<file path="config.mk">
export PLATFORM = sky130hd
export DESIGN_NAME = s3g_rx
export DESIGN_NICKNAME = d
export VERILOG_FILES = /design/src/rtl/s3g_pkg.sv /design/src/rtl/s3g_crc8.sv /design/src/rtl/s3g_rx.sv
export SDC_FILE = /design/constraint.sdc
export NUM_CORES = 1
export LEC_CHECK = 0
export CAP_MARGIN = 30
export CELL_PAD_IN_SITES_DETAIL_PLACEMENT = 0
export CELL_PAD_IN_SITES_GLOBAL_PLACEMENT = 1
export CORE_MARGIN = 4
export CORE_UTILIZATION = 42
export CTS_CLUSTER_DIAMETER = 40
export CTS_CLUSTER_SIZE = 30
export DETAILED_ROUTE_END_ITERATION = 12
export PLACE_DENSITY_LB_ADDON = 0.1
export SKIP_LAST_GASP = 1
export SLEW_MARGIN = 10
export SYNTH_ARGS = -nofsm -noshare
export SYNTH_HDL_FRONTEND = slang
export SYNTH_SLANG_ARGS = --single-unit
export TNS_END_PERCENT = 30
</file>
<file path="constraint.sdc">
create_clock -name clk -period 2.7 [get_ports clk]
set_input_delay 0.54 -clock clk [delete_from_list [all_inputs] [get_ports clk]]
set_output_delay 0.54 -clock clk [all_outputs]
set_load 0.005 [all_outputs]
</file>
<file path="src/rtl/s3g_pkg.sv">
// Shared definitions for the S3G host-link framing: constants, FSM encoding
// and the Dallas/Maxim CRC-8 step used by both receiver and transmitter.
package s3g_pkg;

  localparam logic [7:0] S3G_START   = 8'hD5;
  localparam int         S3G_MAX_LEN = 15;

  typedef enum logic [1:0] {
    S_HUNT = 2'd0,
    S_LEN  = 2'd1,
    S_DATA = 2'd2,
    S_CRC  = 2'd3
  } s3g_state_e;

  // Reflected x^8+x^5+x^4+1 (0x8C reversed form), one byte per call.
  function automatic logic [7:0] crc8_maxim(input logic [7:0] data, input logic [7:0] crc);
    logic [7:0] c;
    c = crc ^ data;
    for (int i = 0; i < 8; i++) begin
      c = c[0] ? ((c >> 1) ^ 8'h8C) : (c >> 1);
    end
    return c;
  endfunction

endpackage

</file>
<file path="src/rtl/s3g_crc8.sv">
// Registered CRC-8 accumulator with synchronous clear and byte enable.
module s3g_crc8
  import s3g_pkg::*;
(
  input  logic       clk,
  input  logic       rst,
  input  logic       clr_i,
  input  logic       en_i,
  input  logic [7:0] data_i,
  output logic [7:0] crc_o
);

  logic [7:0] crc_q;

  // Accumulator register; clear has priority over a byte update.
  always_ff @(posedge clk) begin
    if (rst || clr_i) begin
      crc_q <= 8'h00;
    end else if (en_i) begin
      crc_q <= crc8_maxim(data_i, crc_q);
    end else begin
      crc_q <= crc_q;
    end
  end

  assign crc_o = crc_q;

endmodule

</file>
<file path="src/rtl/s3g_rx.sv">
// S3G frame receiver: hunts for 0xD5, collects length/payload/CRC and
// publishes the payload image atomically only on a CRC match.
module s3g_rx
  import s3g_pkg::*;
#(
  parameter int TIMEOUT_CYCLES = 100000,
  parameter int MAX_LEN        = S3G_MAX_LEN
) (
  input  logic       clk,
  input  logic       rst,
  input  logic [7:0] rx_data,
  input  logic       rx_valid,
  output logic       packet_valid,
  output logic       crc_error,
  output logic       len_error,
  output logic       timeout,
  output logic       busy,
  output logic [7:0] payload_len,
  output logic [7:0] buf0,  output logic [7:0] buf1,  output logic [7:0] buf2,  output logic [7:0] buf3,
  output logic [7:0] buf4,  output logic [7:0] buf5,  output logic [7:0] buf6,  output logic [7:0] buf7,
  output logic [7:0] buf8,  output logic [7:0] buf9,  output logic [7:0] buf10, output logic [7:0] buf11,
  output logic [7:0] buf12, output logic [7:0] buf13, output logic [7:0] buf14, output logic [7:0] buf15
);

  localparam int            IW        = $clog2(TIMEOUT_CYCLES + 1);
  localparam logic [IW-1:0] IDLE_LAST = IW'(TIMEOUT_CYCLES - 1);

  s3g_state_e         state_q, state_d, state_eff_s;
  logic [3:0]         len_q, len_d, cnt_q, cnt_d;
  logic [15:0][7:0]   work_q, work_d, pub_q, pub_d;
  logic [7:0]         plen_q, plen_d;
  logic [IW-1:0]      idle_q, idle_d;
  logic               pv_q, pv_d, ce_q, ce_d, le_q, le_d, to_q, to_d, busy_q, busy_d;
  logic               abort_s, crc_clr_s, crc_en_s;
  logic [7:0]         crc_s;

  s3g_crc8 u_crc (
    .clk    (clk),
    .rst    (rst),
    .clr_i  (crc_clr_s),
    .en_i   (crc_en_s),
    .data_i (rx_data),
    .crc_o  (crc_s)
  );

  // Next-state logic; a timeout abort overrides the state before the byte is judged.
  always_comb begin
    abort_s     = (state_q != S_HUNT) && (idle_q == IDLE_LAST);
    state_eff_s = abort_s ? S_HUNT : state_q;
    state_d     = state_eff_s;
    len_d       = len_q;
    cnt_d       = cnt_q;
    work_d      = work_q;
    pub_d       = pub_q;
    plen_d      = plen_q;
    pv_d        = 1'b0;
    ce_d        = 1'b0;
    le_d        = 1'b0;
    to_d        = abort_s;
    crc_clr_s   = 1'b0;
    crc_en_s    = 1'b0;
    if (rx_valid) begin
      idle_d = '0;
    end else if (idle_q == IDLE_LAST) begin
      idle_d = idle_q;
    end else begin
      idle_d = idle_q + IW'(1);
    end
    if (rx_valid) begin
      case (state_eff_s)
        S_HUNT: begin
          if (rx_data == S3G_START) begin
            state_d   = S_LEN;
            work_d    = '0;
            crc_clr_s = 1'b1;
          end else begin
            state_d = S_HUNT;
          end
        end
        S_LEN: begin
          if (rx_data > 8'(MAX_LEN)) begin
            le_d    = 1'b1;
            state_d = S_HUNT;
          end else begin
            len_d   = rx_data[3:0];
            cnt_d   = 4'd0;
            state_d = (rx_data == 8'h00) ? S_CRC : S_DATA;
          end
        end
        S_DATA: begin
          work_d[cnt_q] = rx_data;
          crc_en_s      = 1'b1;
          cnt_d         = cnt_q + 4'd1;
          if (cnt_q == (len_q - 4'd1)) begin
            state_d = S_CRC;
          end else begin
            state_d = S_DATA;
          end
        end
        S_CRC: begin
          if (rx_data == crc_s) begin
            pub_d  = work_q;
            plen_d = {4'h0, len_q};
            pv_d   = 1'b1;
          end else begin
            ce_d = 1'b1;
          end
          state_d = S_HUNT;
        end
        default: state_d = S_HUNT;
      endcase
    end else begin
      state_d = state_eff_s;
    end
    busy_d = (state_d != S_HUNT);
  end

  // State, buffers and registered result pulses.
  always_ff @(posedge clk) begin
    if (rst) begin
      state_q <= S_HUNT;
      len_q   <= 4'd0;
      cnt_q   <= 4'd0;
      work_q  <= '0;
      pub_q   <= '0;
      plen_q  <= 8'h00;
      idle_q  <= '0;
      pv_q    <= 1'b0;
      ce_q    <= 1'b0;
      le_q    <= 1'b0;
      to_q    <= 1'b0;
      busy_q  <= 1'b0;
    end else begin
      state_q <= state_d;
      len_q   <= len_d;
      cnt_q   <= cnt_d;
      work_q  <= work_d;
      pub_q   <= pub_d;
      plen_q  <= plen_d;
      idle_q  <= idle_d;
      pv_q    <= pv_d;
      ce_q    <= ce_d;
      le_q    <= le_d;
      to_q    <= to_d;
      busy_q  <= busy_d;
    end
  end

  assign packet_valid = pv_q;
  assign crc_error    = ce_q;
  assign len_error    = le_q;
  assign timeout      = to_q;
  assign busy         = busy_q;
  assign payload_len  = plen_q;
  assign buf0  = pub_q[0];  assign buf1  = pub_q[1];  assign buf2  = pub_q[2];  assign buf3  = pub_q[3];
  assign buf4  = pub_q[4];  assign buf5  = pub_q[5];  assign buf6  = pub_q[6];  assign buf7  = pub_q[7];
  assign buf8  = pub_q[8];  assign buf9  = pub_q[9];  assign buf10 = pub_q[10]; assign buf11 = pub_q[11];
  assign buf12 = pub_q[12]; assign buf13 = pub_q[13]; assign buf14 = pub_q[14]; assign buf15 = pub_q[15];

endmodule

</file>
### Word-level counts from Yosys, hierarchy flattened

Cells that the tools add are included.

| operators by class | value |
|---|---|
| $add $sub $neg | 3 |
| $lt $le $gt $ge | 3 |
| equal/unequal tests | 9 |
| muxes and demuxes | 30 |
| bitwise logic cells | 13 |
| reductions and logical operators | 16 |

Operator list:

| kind | number |
|---|---|
| 128-bit one-hot mux with 2 select lines | 1 |
| 128-bit bitwise mux | 1 |
| 128-bit 2-to-1 mux | 1 |
| 8-bit 2-to-1 mux | 9 |
| 8-bit demux with 4-bit select | 1 |
| 2-bit inverter with 3-bit output | 8 |
| 17-bit by 1-bit adder with 17-bit output (second input constant) | 1 |
| 17-bit equality test (second input constant) | 1 |
| 3-bit AND reduction | 4 |
| 1-bit 2-to-1 mux | 11 |
| 8-bit equality test | 1 |
| 8-bit equality test (second input constant) | 1 |
| 8-bit by 4-bit greater-than comparator with 1-bit output (second input constant) | 1 |
| 8-bit zero test | 1 |
| 2-bit one-hot mux with 4 select lines | 1 |
| 4-bit one-hot mux with 2 select lines | 1 |
| 2-bit nonzero test | 4 |
| 8-bit bitwise XOR | 1 |
| 2-bit 2-to-1 mux | 3 |
| 3-bit OR reduction | 2 |
| 4-bit by 5-bit less-than comparator with 1-bit output (second input constant) | 1 |
| 4-bit by 1-bit adder with 4-bit output (second input constant) | 1 |
| 2-bit equality test (second input constant) | 2 |
| 4-bit equality test | 1 |
| other kinds (10) | 15 |

| word-level totals | value |
|---|---|
| register bits | 300 |

### Depth between registers and ports, before layout

| logic depth | value |
|---|---|
| word-level depth | 17 |
| gate-level depth with buffers | 9 |
| depth with buffers taken out | 7 |

### Modules after synthesis

A second synthesis with hierarchy kept.

| unflattened totals | value |
|---|---|
| cell total of the unflattened synthesis | 1152 |
| area, all modules | 10938.0 um2 |

By module, submodules not included:

| module | instances | cells each | area each (um2) | seq. area each (um2) |
|---|---|---|---|---|
| s3g_rx | 1 | 1104 | 10381.2 | 5845.6 |
| s3g_crc8 | 1 | 48 | 556.8 | 160.2 |

### Worst setup path before layout

Ideal clock, no wire load.

| timing path | value |
|---|---|
| kind | input to register |
| from | input port rx_data[0] |
| to | register pub_q (netlist bit buf0[0]) |
| arrival time | 2194 ps |
| data required time | 2568 ps |
| path slack | 374 ps |
| stages | 8 |
| cell sequence | xnor2_1 -> nand4_1 -> or4_1 -> buf_4 -> buf_6 -> buf_6 -> nand2_1 -> a21oi_1 |

| on the way | value |
|---|---|
| cells in the longest elaborated chain, start to end | 2 |

RTL lines:

| item | RTL line | RTL |
|---|---|---|
| from (decl) | s3g_rx.sv:11 | `input logic [7:0] rx_data,` |
| 8-bit equality test | s3g_rx.sv:101 | `if (rx_data == crc_s) begin` |
| 3-bit AND reduction (no source line) | -- |  |
| to (signal assigned) | s3g_rx.sv:138 | `pub_q <= pub_d;` |
| to (decl) | s3g_rx.sv:30 | `logic [15:0][7:0] work_q, work_d, pub_q, pub_d;` |

Every way passes these cells.
A chain may end at the register's enable or synchronous reset.

### Final worst setup path

| timing path | value |
|---|---|
| from | register idle_q[5] |
| to | register work_q[111] (netlist bit) |

| on the way | value |
|---|---|
| cells in the longest elaborated chain, start to end | 6 |

RTL lines:

| item | RTL line | RTL |
|---|---|---|
| from (decl) | s3g_rx.sv:32 | `logic [IW-1:0] idle_q, idle_d;` |
| from (signal assigned) | s3g_rx.sv:140 | `idle_q <= idle_d;` |
| 17-bit equality test * | s3g_rx.sv:48 | `abort_s = (state_q != S_HUNT) && (idle_q == IDLE_LAST);` |
| 1-bit logical AND * | s3g_rx.sv:48 |  |
| 2-bit 2-to-1 mux * | s3g_rx.sv:49 | `state_eff_s = abort_s ? S_HUNT : state_q;` |
| 2-bit equality test / 2-bit zero test (equally long branches) | s3g_rx.sv:70 | `case (state_eff_s)` |
| 2-bit nonzero test (no source line) / 2-bit != test (equally long branches) | -- |  |
| 3-bit AND reduction (no source line) | -- |  |
| to (signal assigned) | s3g_rx.sv:137 | `work_q <= work_d;` |
| to (decl) | s3g_rx.sv:30 |  |

Mark *: on every way between the ends. The rest lies on a longest branch, timed or not.

==> impl_metrics.env <==
export IMPL_cts_reportedPaths_clkPinSlew_ns=0.06
export IMPL_min_path_cells=2
export IMPL_regToRegEndpoint="work_q[111]"
export IMPL_critical_path_class="flop to flop"
export IMPL_numCtsBuffers=39
export IMPL_fp_dieH_um=169.7
export IMPL_grt_max_degree=83
export IMPL_worst_path_most_repeated_cell="buf_4"
export IMPL_port_buffers=147
export IMPL_synth_xor_area_share_pct=3.898
export IMPL_min_period_ns=2.490
export IMPL_synth_edf_count=0
export IMPL_synth_flop_cell="dfxtp_1"
export IMPL_worst_pin_slew_ns=0.9370
export IMPL_num_vias=8769
export IMPL_rows=58
export IMPL_p_int_mw=7.773
export IMPL_r2r_cells=8
export IMPL_synth_simple_gate_area_share_pct=18.18
export IMPL_holdCritStartpoint="rst"
export IMPL_nNetsFinal=1356
export IMPL_setup_viol=0
export IMPL_crit_fanout=25
export IMPL_cts_resized=0
export IMPL_worstHoldEndpoint="buf15[4]"
export IMPL_critPathArrivalTime_ns=2.89
export IMPL_setup_reg_to_reg_worst_slack_ns=0.21
export IMPL_switching_share_pct=21.27
export IMPL_synth_top_area_share_pct=54.71
export IMPL_synth_area_leaders="dfxtp_1 55%, a22o_1 10%, nand2_1 9.8%"
export IMPL_hp_class="input port to flop"
export IMPL_synth_area_um2=10980
export IMPL_ys_warn_count=0
export IMPL_slowest_stage="or4_4"
export IMPL_cp_end_kind="flop"
export IMPL_synth_most_common_cell="dfxtp_1"
export IMPL_cpLargestDelayFamily="simple AND/OR/NAND/NOR gates"
export IMPL_cts_hold_buf=0
export IMPL_clock_path_buffers=3
export IMPL_synth_fa_ha_area_share_pct=0.6838
export IMPL_power_frac_clock_pct=53.0
export IMPL_final_setup_tns_ns=0
export IMPL_worst_path_largest_cell_delay_ns=0.59
export IMPL_firstDrtPassIters=6
export IMPL_cts_tree="done"
export IMPL_cap_violations=0
export IMPL_yosys_register_bits=300
export IMPL_grt_total_usage_pct=19.88
export IMPL_status="completed"
export IMPL_muxShareOfSynthArea_pct=0.4559
export IMPL_reg2reg_from="idle_q[5]"
export IMPL_grt_setup_unrepaired="no"
export IMPL_finClkSkew_ns=0.01138
export IMPL_place_congestion=0.7937
export IMPL_htree_num_levels=2
export IMPL_grt_remaining_overflow=0
export IMPL_finalMaxSlewViolations=0
export IMPL_critPathLaunchType="flop"
export IMPL_pin_count=152
export IMPL_detail_route_antenna_nets=0
export IMPL_coreArea_um2=25470
export IMPL_slew_headroom_pct=37.05
export IMPL_placed_cell_area_um2=13090
export IMPL_comb_power_share_pct=2.1
export IMPL_fin_crit_sh_pct=92.23
export IMPL_post_route_util_pct=56.65
export IMPL_root_buffer="clkbuf_16"
export IMPL_antenna_found_initial=0
export IMPL_yosysSeqAreaShare_pct=54.71
export IMPL_syn_to_final_growth_pct=31.45
export IMPL_cts_setup_buffers=0
export IMPL_vdd_ir_drop_worst_v=0.0004110
export IMPL_vias_per_cell=5.170
export IMPL_hold_slack_ns=0.3749
export IMPL_first_global_vias=8585
export IMPL_p_seq_share_pct=44.9
export IMPL_ys_top_cells_by_count="300 x dfxtp_1, 287 x nand2_1, 137 x a21oi_1"
export IMPL_synth_avg_cell_area_um2=9.391
export IMPL_routedWlPerCell_um=17.15
export IMPL_die_w_um=169.7
export IMPL_power_switching_mw=2.100
export IMPL_fmaxAchievable_mhz=401.6
export IMPL_drtIter0Drc=584
export IMPL_drc=0
export IMPL_path_buf_inv=3
export IMPL_place_hpwl_um=19100
export IMPL_power_mw=9.873
export IMPL_ys_async_sr_fraction_pct=0
export IMPL_routed_wirelength_um=29090
export IMPL_syn_inst=1169
export IMPL_final_area_um2=14430
export IMPL_path_depth=8
export IMPL_n_antenna_cell=0
export IMPL_cts_sinks=300
export IMPL_required_ns=3.10
export IMPL_crit_chain="or4_4 -> nor4_4 -> buf_12 -> nor2_1 -> buf_4 -> and2_1 -> buf_4 -> a22o_1"
export IMPL_yosysUniqueCellTypes=47
export IMPL_p_leak_nw=5.079
export IMPL_insertion_delay_ns=0.51
export IMPL_synth_compound_area_share_pct=17.84
export IMPL_drive_gt1_share_pct=11.35
export IMPL_start_util_pct=43.10
export IMPL_die_area_um2=28790
export IMPL_powerDensity_nw_per_um2=684.2
export IMPL_timing_final_hold_violations=0
export IMPL_synth_top_family_by_area="simple AND/OR/NAND/NOR gates"
export IMPL_synth_area_leader_cell="dfxtp_1"
export IMPL_grt_pass1_wl_um=46930
cells in the final DEF (no fill, tap or decap), drive strengths merged, types with 29 or more instances in the layout:
master | Yosys | routed
buf | 44 | 63
nand2 | 287 | 287
a21oi | 137 | 137
nor2 | 51 | 51
a22o | 128 | 128
dfxtp | 300 | 300
clkdlybuf4s50 | 0 | 146
clkbuf | 39 | 48
xnor2 | 29 | 29
nor3 | 43 | 43
power by group through the flow:
stage | Clock [mW] | Sequential, mW | Combinational, mW
floorplan | 0 | 4.53 | 0.139
global placement | 0 | 4.53 | 0.209
detailed placement | 0 | 4.53 | 0.209
CTS | 5.35 | 4.43 | 0.210
global route | 5.53 | 4.43 | 0.226
finish | 5.23 | 4.43 | 0.210
logic make-up after synthesis:
family,after synthesis
compound gates,283
xor+xnor,44
fa+ha+maj,6
buf+inv,89
flops,300
mux,5
other cells,1
simple gates,441
layout make-up:
class                   instances  area [µm²]
inverters                       6       22.52
well taps                     330       412.9
flip-flops and latches        300        6006
clock inverters                20       249.0
repair buffers                209        2123
fillers                      2247       11040
clock buffers                  48        1082
multi-input cells             783        4534
worst register-to-register path, delay by kind of cell (launching register included):
kind | cells | cell delay (ns)
flops | 1 | 0.36
buf+inv | 3 | 0.61
simple gates | 4 | 1.20
compound gates | 1 | 0.22
registers in the layout, indices dropped and copies added, names as in the netlist, 4 cells and up:
signal / cells
work_q: 128
idle_q: 17
buf0: 8
buf10: 8
buf11: 8
buf12: 8
buf13: 8
buf14: 8
buf15: 8
buf1: 8
buf2: 8
buf3: 8
buf4: 8
buf5: 8
buf6: 8
buf7: 8
buf8: 8
buf9: 8
u_crc.crc_o: 8
cnt_q: 4
len_q: 4
payload_len: 4
how the worst max path moves through the flow:
stage	start	to	slack [ns]
2_1_floorplan	rx_data[0]	buf0[0]	0.37
3_3_place_gp	rx_valid	work_q[63]	-0.23
3_5_place_dp	rx_valid	work_q[31]	-0.21
4_1_cts	idle_q[5]	work_q[119]	0.21
5_1_grt	idle_q[0]	work_q[63]	0.05
6_report	idle_q[5]	work_q[111]	0.21
stage by stage:
stage / worst slack, ns / std cells
detailed placement: -0.2105 / 1627
CTS: 0.2133 / 1695
global route: 0.05313 / 1696
floorplan: 0.3737 / 1172
finish: 0.2097 / 1696
global placement: -0.2326 / 1627
routing by layer:
metal / vias to the layer above / share of wire, % / routed length, µm / track usage [%]
met1: 4156 / 49 / 14200 / 28.29
met4: 0 / 1.8 / 524 / 5.180
met5: - / 0 / 0 / 0
met2: 204 / 45 / 13030 / 31.59
met3: 43 / 4.6 / 1336 / 3.261
li1: 4366 / - / - / -
(Power assumes the default switching activity.)
